### config.mk
export PLATFORM = sky130hd
export DESIGN_NAME = lp_tree_deserializer
export DESIGN_NICKNAME = d
export VERILOG_FILES = /design/src/rtl/lp_serdes_pkg.sv /design/src/rtl/lp_deser_counter.sv /design/src/rtl/lp_tree_deserializer.sv
export SDC_FILE = /design/constraint.sdc
export NUM_CORES = 1
export LEC_CHECK = 0
export ABC_CLOCK_PERIOD_IN_PS = 3200
export CAP_MARGIN = 20
export CORE_ASPECT_RATIO = 0.8
export CORE_MARGIN = 2
export CORE_UTILIZATION = 54
export CTS_CLUSTER_SIZE = 10
export DETAILED_ROUTE_END_ITERATION = 8
export MAX_ROUTING_LAYER = met4
export PLACE_DENSITY = 0.82
export SLEW_MARGIN = 20
export SYNTH_ARGS = -nofsm -noshare
export SYNTH_HDL_FRONTEND = slang
export SYNTH_HIERARCHICAL = 1
export SYNTH_SLANG_ARGS = --single-unit
### constraint.sdc
create_clock -name CLK -period 3.2 [get_ports CLK]
set_input_delay 0.32 -clock CLK [delete_from_list [all_inputs] [get_ports CLK]]
set_output_delay 0.32 -clock CLK [all_outputs]
set_load 0.01 [all_outputs]
### src/rtl/lp_serdes_pkg.sv
// Shared definitions for the lp_tree serializer/deserializer link.
package lp_serdes_pkg;

  localparam int unsigned LP_SER_WIDTH = 16;
  localparam int unsigned LP_SER_CNT_W = $clog2(LP_SER_WIDTH);

  typedef enum logic {
    LSB_FIRST = 1'b0,
    MSB_FIRST = 1'b1
  } bit_order_e;

endpackage

### src/rtl/lp_deser_counter.sv
// Free-running mod-WIDTH bit counter with SLIP hold, wrap strobe and the
// primed flag that gates the first (possibly partial) frame.
module lp_deser_counter
  import lp_serdes_pkg::*;
#(
  parameter int unsigned WIDTH      = LP_SER_WIDTH,
  parameter int unsigned INIT_COUNT = 0
) (
  input  logic clk,
  input  logic rst_n,
  input  logic slip,
  output logic wrap,
  output logic primed
);

  localparam int unsigned CW = $clog2(WIDTH);
  localparam logic [CW-1:0] LAST = CW'(WIDTH - 1);
  localparam logic [CW-1:0] INIT = CW'(INIT_COUNT);

  logic [CW-1:0] cnt_q, cnt_d;
  logic          primed_q, primed_d;

  always_comb begin
    wrap     = !slip && (cnt_q == LAST);
    cnt_d    = cnt_q;
    primed_d = primed_q | wrap;
    if (!slip) begin
      cnt_d = wrap ? '0 : cnt_q + CW'(1);
    end
  end

  always_ff @(posedge clk or negedge rst_n) begin
    if (!rst_n) begin
      cnt_q    <= INIT;
      primed_q <= (INIT_COUNT == 0);
    end else begin
      cnt_q    <= cnt_d;
      primed_q <= primed_d;
    end
  end

  assign primed = primed_q;

endmodule

### src/rtl/lp_tree_deserializer.sv
// Serial-to-parallel receiver: counter-framed WIDTH-bit words with a
// one-cycle VALID strobe and SLIP-based boundary realignment.
module lp_tree_deserializer #(
  parameter int unsigned WIDTH      = lp_serdes_pkg::LP_SER_WIDTH,
  parameter int unsigned MSB_FIRST  = 0,
  parameter int unsigned INIT_COUNT = 0
) (
  input  logic             CLK,
  input  logic             RESET,
  input  logic             SERIAL_IN,
  input  logic             SLIP,
  output logic [WIDTH-1:0] PAR_OUT,
  output logic             VALID,
  inout  wire              VPWR,
  inout  wire              VGND
);

  localparam lp_serdes_pkg::bit_order_e ORDER =
    (MSB_FIRST != 0) ? lp_serdes_pkg::MSB_FIRST : lp_serdes_pkg::LSB_FIRST;

  logic [WIDTH-1:0] shreg_q, shreg_d;
  logic [WIDTH-1:0] par_out_q, par_out_d;
  logic             valid_q, valid_d;
  logic             wrap;
  logic             primed;
  logic             unused_supply;

  assign unused_supply = VPWR ^ VGND;

  lp_deser_counter #(
    .WIDTH      (WIDTH),
    .INIT_COUNT (INIT_COUNT)
  ) u_counter (
    .clk    (CLK),
    .rst_n  (RESET),
    .slip   (SLIP),
    .wrap   (wrap),
    .primed (primed)
  );

  always_comb begin
    if (ORDER == lp_serdes_pkg::MSB_FIRST) begin
      shreg_d = {shreg_q[WIDTH-2:0], SERIAL_IN};
    end else begin
      shreg_d = {SERIAL_IN, shreg_q[WIDTH-1:1]};
    end
    par_out_d = par_out_q;
    valid_d   = 1'b0;
    // Capture the post-shift value so the bit sampled on this edge is included.
    if (wrap && primed) begin
      par_out_d = shreg_d;
      valid_d   = 1'b1;
    end
  end

  always_ff @(posedge CLK or negedge RESET) begin
    if (!RESET) begin
      shreg_q   <= '0;
      par_out_q <= '0;
      valid_q   <= 1'b0;
    end else begin
      shreg_q   <= shreg_d;
      par_out_q <= par_out_d;
      valid_q   <= valid_d;
    end
  end

  assign PAR_OUT = par_out_q;
  assign VALID   = valid_q;

endmodule

==> out/qor.txt, run 1 <==
Clock latency on the worst-skew pair: 0.33 ns
Crit path max-delay cell type: clkdlybuf4s50_1
DR iter-0 viols: 11
Fillers: 162
DRC Markers: 0
Post-Synthesis Cells: 70
Layout Cells excl Fill: 122
Fin Clk Skew: 0.009659 ns
Worst-path maximum fanout: 2
Global-route wire length before repair: 2.932 mm
Post-synth top area share: 0.7024
Overall power: 1.185 mW
Area grow syn2layout: 19.90%
CTS tree: yes
CTS Hold Buffers Added: 0
RePlAce Congestion: 0.7228
Fin nets: 103
Final Cycle Share: 0.4894
Final hold vios: 0
Core Box Area: 0.002196 mm2
Cts bufs inserted: 5
Post-Syn Area: 0.001282 mm2
Setup bufs post-CTS: 0
Maximum number of pins on one net before global-route repair: 38
CTS Sinks: 37
WP depth: 1
Antenna Cells: 0
Clk slew on worst S/H paths: 0.10 ns
Via Count: 630
H-Tree Depth: 2
Worst path max stage delay: 0.54 ns
Ports: 23
Die height: 47.59 um
Worst reg2reg path depth: 5
Post-route ant nets: 0
Crit path DAT: 1.25 ns
Worst R2R End: PAR_OUT[3]
Flop2flop setup slack: 1.64 ns
Routed WL: 1.758 mm
Max-slew violation count: 0
Pleak: 0.7571 nW
Endpoints left unconstrained: 2
Setup violations, final: 0
Layout cells sized above 1: 0.2680
Post-Syn Area per Cell: 18.32 um2
Hold crit path type: primary input to asynchronous set/reset pin
Die area: 0.002783 mm2
Drt wl/cell: 14.41 um
Synth area leader: dfrtp_1
Max VDD drop: 0.5196 mV
Kind of cell adding the most delay to the critical path: buffers and inverters
Part of the Yosys area used for sequential elements: 0.7229
Least-Margin Pin Slew: 0.7687 ns
Critical R2R Launch: u_counter/cnt_q[0]
Buf+Inv Stages, Crit Path: 1
Detail Placement HPWL: 1.129 mm
Syn Nets: 77
Flops & latches, synth: 37
Initial core utilization: 0.5840
Setup TNS: 0 ns
Initial antenna violation count: 0
Total track usage: 0.1639
Vias in the first global route: 646
Post-layout util: 0.7003
Startpoint types: register
# port buffers: 20
Cells after DPL: 114
Fin crit period: 1.566 ns
Die Wd: 58.49 um
Congestion Overflow GR: 0
Worst Setup End Kind: output pin
PD cells: 770.4 mW/mm2
Via density per instance: 5.164
Max Fclk: 638.5 MHz
RSZ-0062 raised after global routing: no
Initial DRT Pass Iterations: 4
Root Driver: clkbuf_4
Site Rows: 15
Post-CTS resize count: 0
Worst path cell trace: clkdlybuf4s50_1
Critical path class: register to output pin
Post-synthesis cell type count: 20
Yosys Warn Count: 6
Top post-synthesis cells by area: dfrtp_1, mux2_4, mux2_2
Max-cap viol count: 0
Status: finished, final reports clean
Rel. slew slack: 0.4875
Max Root-Sink Buffers: 2
CP Data Required Time: 2.88 ns
[per-stage QoR]
step / hold slack, ns / cell area, um2 / setup slack [ns]
2_1_floorplan: 0.02441 / 1282 / 1.754
3_3_place_gp: 0.3525 / 1489 / 1.385
3_5_place_dp: 0.3599 / 1489 / 1.359
4_1_cts: 0.07212 / 1538 / 1.612
5_1_grt: 0.09670 / 1538 / 1.558
6_report: 0.05430 / 1538 / 1.634
[power by group]
part / switching [mW] / internal [mW] / leakage, nW
combinational: 0.110 / 0.209 / 0.263
clock: 0.136 / 0.0876 / 0.0265
sequential: 0.0695 / 0.573 / 0.468
total: 0.315 / 0.870 / 0.757
[synthesized netlist by cell type]
master / n
xnor2_1: 1
mux2_4: 9
nor2_2: 1
a311oi_1: 1
nand2b_1: 1
dfrtp_1: 36
mux2_2: 7
a21oi_1: 1
nand2b_4: 1
mux2_1: 1
o31ai_1: 1
a21o_1: 1
nand2_4: 1
or2_1: 1
ha_1: 1
inv_1: 1
nand2_1: 2
dfstp_2: 1
o21ai_1: 1
buf_12: 1
[registers in the layout, indices dropped and copies added, names as in the netlist]
signal	count
u_counter/cnt_q	4
shreg_q	15
PAR_OUT	16
u_counter/primed	1
VALID	1
[cell families after synthesis]
kind of cell	count (synthesis)	synth area share
flops	37	0.7229
mux	17	0.1756
simple gates	7	0.04001
compound gates	5	0.02634
buf+inv	2	0.01853
xor+xnor	1	0.006831
fa+ha+maj	1	0.009755
[per-layer routing]
metal	GRT usage	wire (um)	vias up
met3	0.08649	118	5
met1	0.1949	792	315
met2	0.2225	802	19
met5	-	0	-
met4	0.09767	45	0
li1	-	-	291
[how the worst max path moves through the flow]
| stage | slack (ns) | to | from |
|---|---|---|---|
| 6_report | 1.63 | PAR_OUT[14] | PAR_OUT[14] |
| 5_1_grt | 1.56 | PAR_OUT[10] | u_counter/cnt_q[0] |
| 4_1_cts | 1.61 | PAR_OUT[14] | PAR_OUT[14] |
| 3_5_place_dp | 1.36 | PAR_OUT[10] | SLIP |
| 3_3_place_gp | 1.39 | PAR_OUT[2] | SLIP |
| 2_1_floorplan | 1.75 | PAR_OUT[10] | u_counter/cnt_q[0] |
[layout make-up]
type	count	area [um2]	area share
well taps	25	31.28	0.02034
flip-flops and latches	37	927.1	0.6029
clock buffers	8	48.80	0.03173
inverters	1	3.754	0.002441
multi-input cells	31	331.6	0.2156
repair buffers	20	195.2	0.1269
[cell usage in the layout, fill, tap and decap left out, types with 2 or more instances in the layout]
cell / count
dfrtp_1: 36
mux2_4: 9
nand2_1: 2
clkbuf_1: 3
mux2_2: 7
clkbuf_4: 5
clkdlybuf4s50_1: 19
(Power assumes the default switching activity.)
==> run 2: changes to the inputs <==
--- a/config.mk
+++ b/config.mk
@@ -5,15 +5,15 @@
 export SDC_FILE = /design/constraint.sdc
 export NUM_CORES = 1
 export LEC_CHECK = 0
-export ABC_CLOCK_PERIOD_IN_PS = 3200
+export ABC_CLOCK_PERIOD_IN_PS = 1300
 export CAP_MARGIN = 20
 export CORE_ASPECT_RATIO = 0.8
 export CORE_MARGIN = 2
-export CORE_UTILIZATION = 54
+export CORE_UTILIZATION = 45
 export CTS_CLUSTER_SIZE = 10
 export DETAILED_ROUTE_END_ITERATION = 8
 export MAX_ROUTING_LAYER = met4
-export PLACE_DENSITY = 0.82
+export PLACE_DENSITY = 0.73
 export SLEW_MARGIN = 20
 export SYNTH_ARGS = -nofsm -noshare
 export SYNTH_HDL_FRONTEND = slang
==> constraint.sdc (replaced) <==
create_clock -name CLK -period 1.3 [get_ports CLK]
set_input_delay 0.13 -clock CLK [delete_from_list [all_inputs] [get_ports CLK]]
set_output_delay 0.13 -clock CLK [all_outputs]
set_load 0.01 [all_outputs]
==> run 2 against run 1 <==
The run now ends with negative setup slack left. Critical path depth up 4. Sequential share of layout area down 4.2 points. Die area up 18%. Sequential power up 150%. Design area up 7.4%. Register-to-register slack worse by 1.7 ns. Flip-flop and latch count unchanged. Setup slack worse by 1.7 ns. Clock-buffer cell count down 1. Clock skew up 0.0063 ns. Cell count up 20%. Highest routed layer unchanged.
==> out/qor.txt, run 2 (same netlist as run 1, synthesis figures left out) <==
Setup violations, final: 12
Site Rows: 17
Ports: 23
Maximum number of pins on one net before global-route repair: 21
Clock latency on the worst-skew pair: 0.32 ns
Initial DRT Pass Iterations: 4
Most Crowded Layer GR: met2
Max Root-Sink Buffers: 2
DR iter-0 viols: 15
Worst-path maximum fanout: 8
Final hold vios: 0
Max VDD drop: 0.8683 mV
Via density per instance: 4.735
Failing checks: negative setup slack
Max-slew violation count: 0
Setup TNS: -0.6136 ns
Fin crit period: 1.365 ns
Die Wd: 63.69 um
Startpoint types: register
Register area: 927.1 um2
Fin Clk Skew: 0.01598 ns
Multi-input gate area: 359.1 um2
Met3 Use GR: 0.04762
Cts bufs inserted: 5
RSZ-0062 raised after global routing: yes
Met1 Use GR: 0.2070
Congestion Overflow GR: 0
Post-route ant nets: 0
Rel. slew slack: 0.7137
Most common cell after layout, fill and taps aside: dfrtp_1
Global-route wire length before repair: 3.463 mm
Cells after DPL: 136
Vias in the first global route: 700
Core Box Area: 0.002744 mm2
Detail Placement HPWL: 1.402 mm
Clk slew on worst S/H paths: 0.11 ns
Area grow syn2layout: 28.78%
CTS tree: yes
Dpl cell area: 0.001575 mm2
Fin nets: 115
Total track usage: 0.1550
Overall power: 3.024 mW
Crit path DAT: 1.58 ns
Status: finished with violations
Critical path class: register to register
# port buffers: 20
Worst Setup End Kind: register
Fillers: 204
Drt wl/cell: 13.84 um
Pleak: 0.8980 nW
Die height: 51.75 um
RePlAce Congestion: 0.7240
Hold crit path type: primary input to asynchronous set/reset pin
Most frequent cells in the layout: dfrtp_1, dlygate4sd2_1, mux2_4, buf_4, mux2_2
Max reg flops: 16
Die area: 0.003296 mm2
Via Count: 696
Endpoints left unconstrained: 2
H-Tree Depth: 2
Root Driver: clkbuf_4
M2 GR Usage: 0.2123
Least-Margin Pin Slew: 0.4294 ns
CTS Sinks: 37
Layout Cells excl Fill: 147
PD cells: 1831 mW/mm2
Antenna Cells: 0
Final Cycle Share: 1.050
Max Fclk: 732.6 MHz
Setup bufs post-CTS: 0
Worst setup margin: -0.06498 ns
Max-cap viol count: 0
CP Data Required Time: 1.52 ns
Routed WL: 2.034 mm
Layout cells sized above 1: 0.3761
Design area: 0.001652 mm2
DRC Markers: 0
Initial core utilization: 0.4674
Initial antenna violation count: 0
-- run 2: metrics by stage --
stage | setup slack (ns) | hold WS [ns] | utilization
after floorplan | -0.1371 | -0.1656 | -
final | -0.06498 | 0.2571 | 0.6019
after detailed placement | -0.2473 | 0.09459 | 0.5741
after global routing | -0.1262 | 0.2489 | 0.6019
after CTS | -0.08404 | 0.2540 | 0.6019
after global placement | -0.2181 | 0.09324 | 0.5741
-- run 2: routing by layer --
metal	vias up	routed length, um
li1	322	-
met1	357	962
met2	15	976
met3	2	71
met4	0	24
met5	-	0
-- run 2: cell type report --
type                       count  share of cell area
timing repair buffer          30              0.1523
inverter                       1            0.002273
clock inverter                 1            0.004545
tap                           38             0.02879
clock buffer                   7             0.03333
sequential                    37              0.5614
multi-input combinational     33              0.2174
-- run 2: worst paths after layout --
kind	startpoint	to	slack, ns	cells after the start
min	RESET	PAR_OUT[9]	0.26	2
max reg2reg	u_counter/cnt_q[0]	PAR_OUT[14]	-0.06	5
max	u_counter/cnt_q[0]	PAR_OUT[14]	-0.06	5
max in group asynchronous	RESET	shreg_q[1]	0.52	3
min in group CLK	SERIAL_IN	shreg_q[15]	0.28	1
min reg2reg	shreg_q[15]	shreg_q[14]	0.38	0
-- run 2: timing repair --
item / 4_1_cts / 5_1_grt
endpoints found under the setup margin: 33 / 16
resized for setup: 20 / 0
pin swaps: 2 / 0
hold buffers: 1 / 0
cloned: 2 / 0
hold endpoints to repair: 17 / 0
-- run 2: power breakdown --
part,internal (mW),switching [mW],total [mW]
Clock,0.265,0.343,0.608
Combinational,0.498,0.330,0.828
Sequential,1.41,0.176,1.59
Total,2.18,0.848,3.02
-- run 2: critical path, cell delays in order (launching register included) --
cell and delay [ns]:
dfrtp_1 0.37, ha_2 0.19, nand2_2 0.06, nor2_4 0.18, nand2_4 0.15, mux2_4 0.32
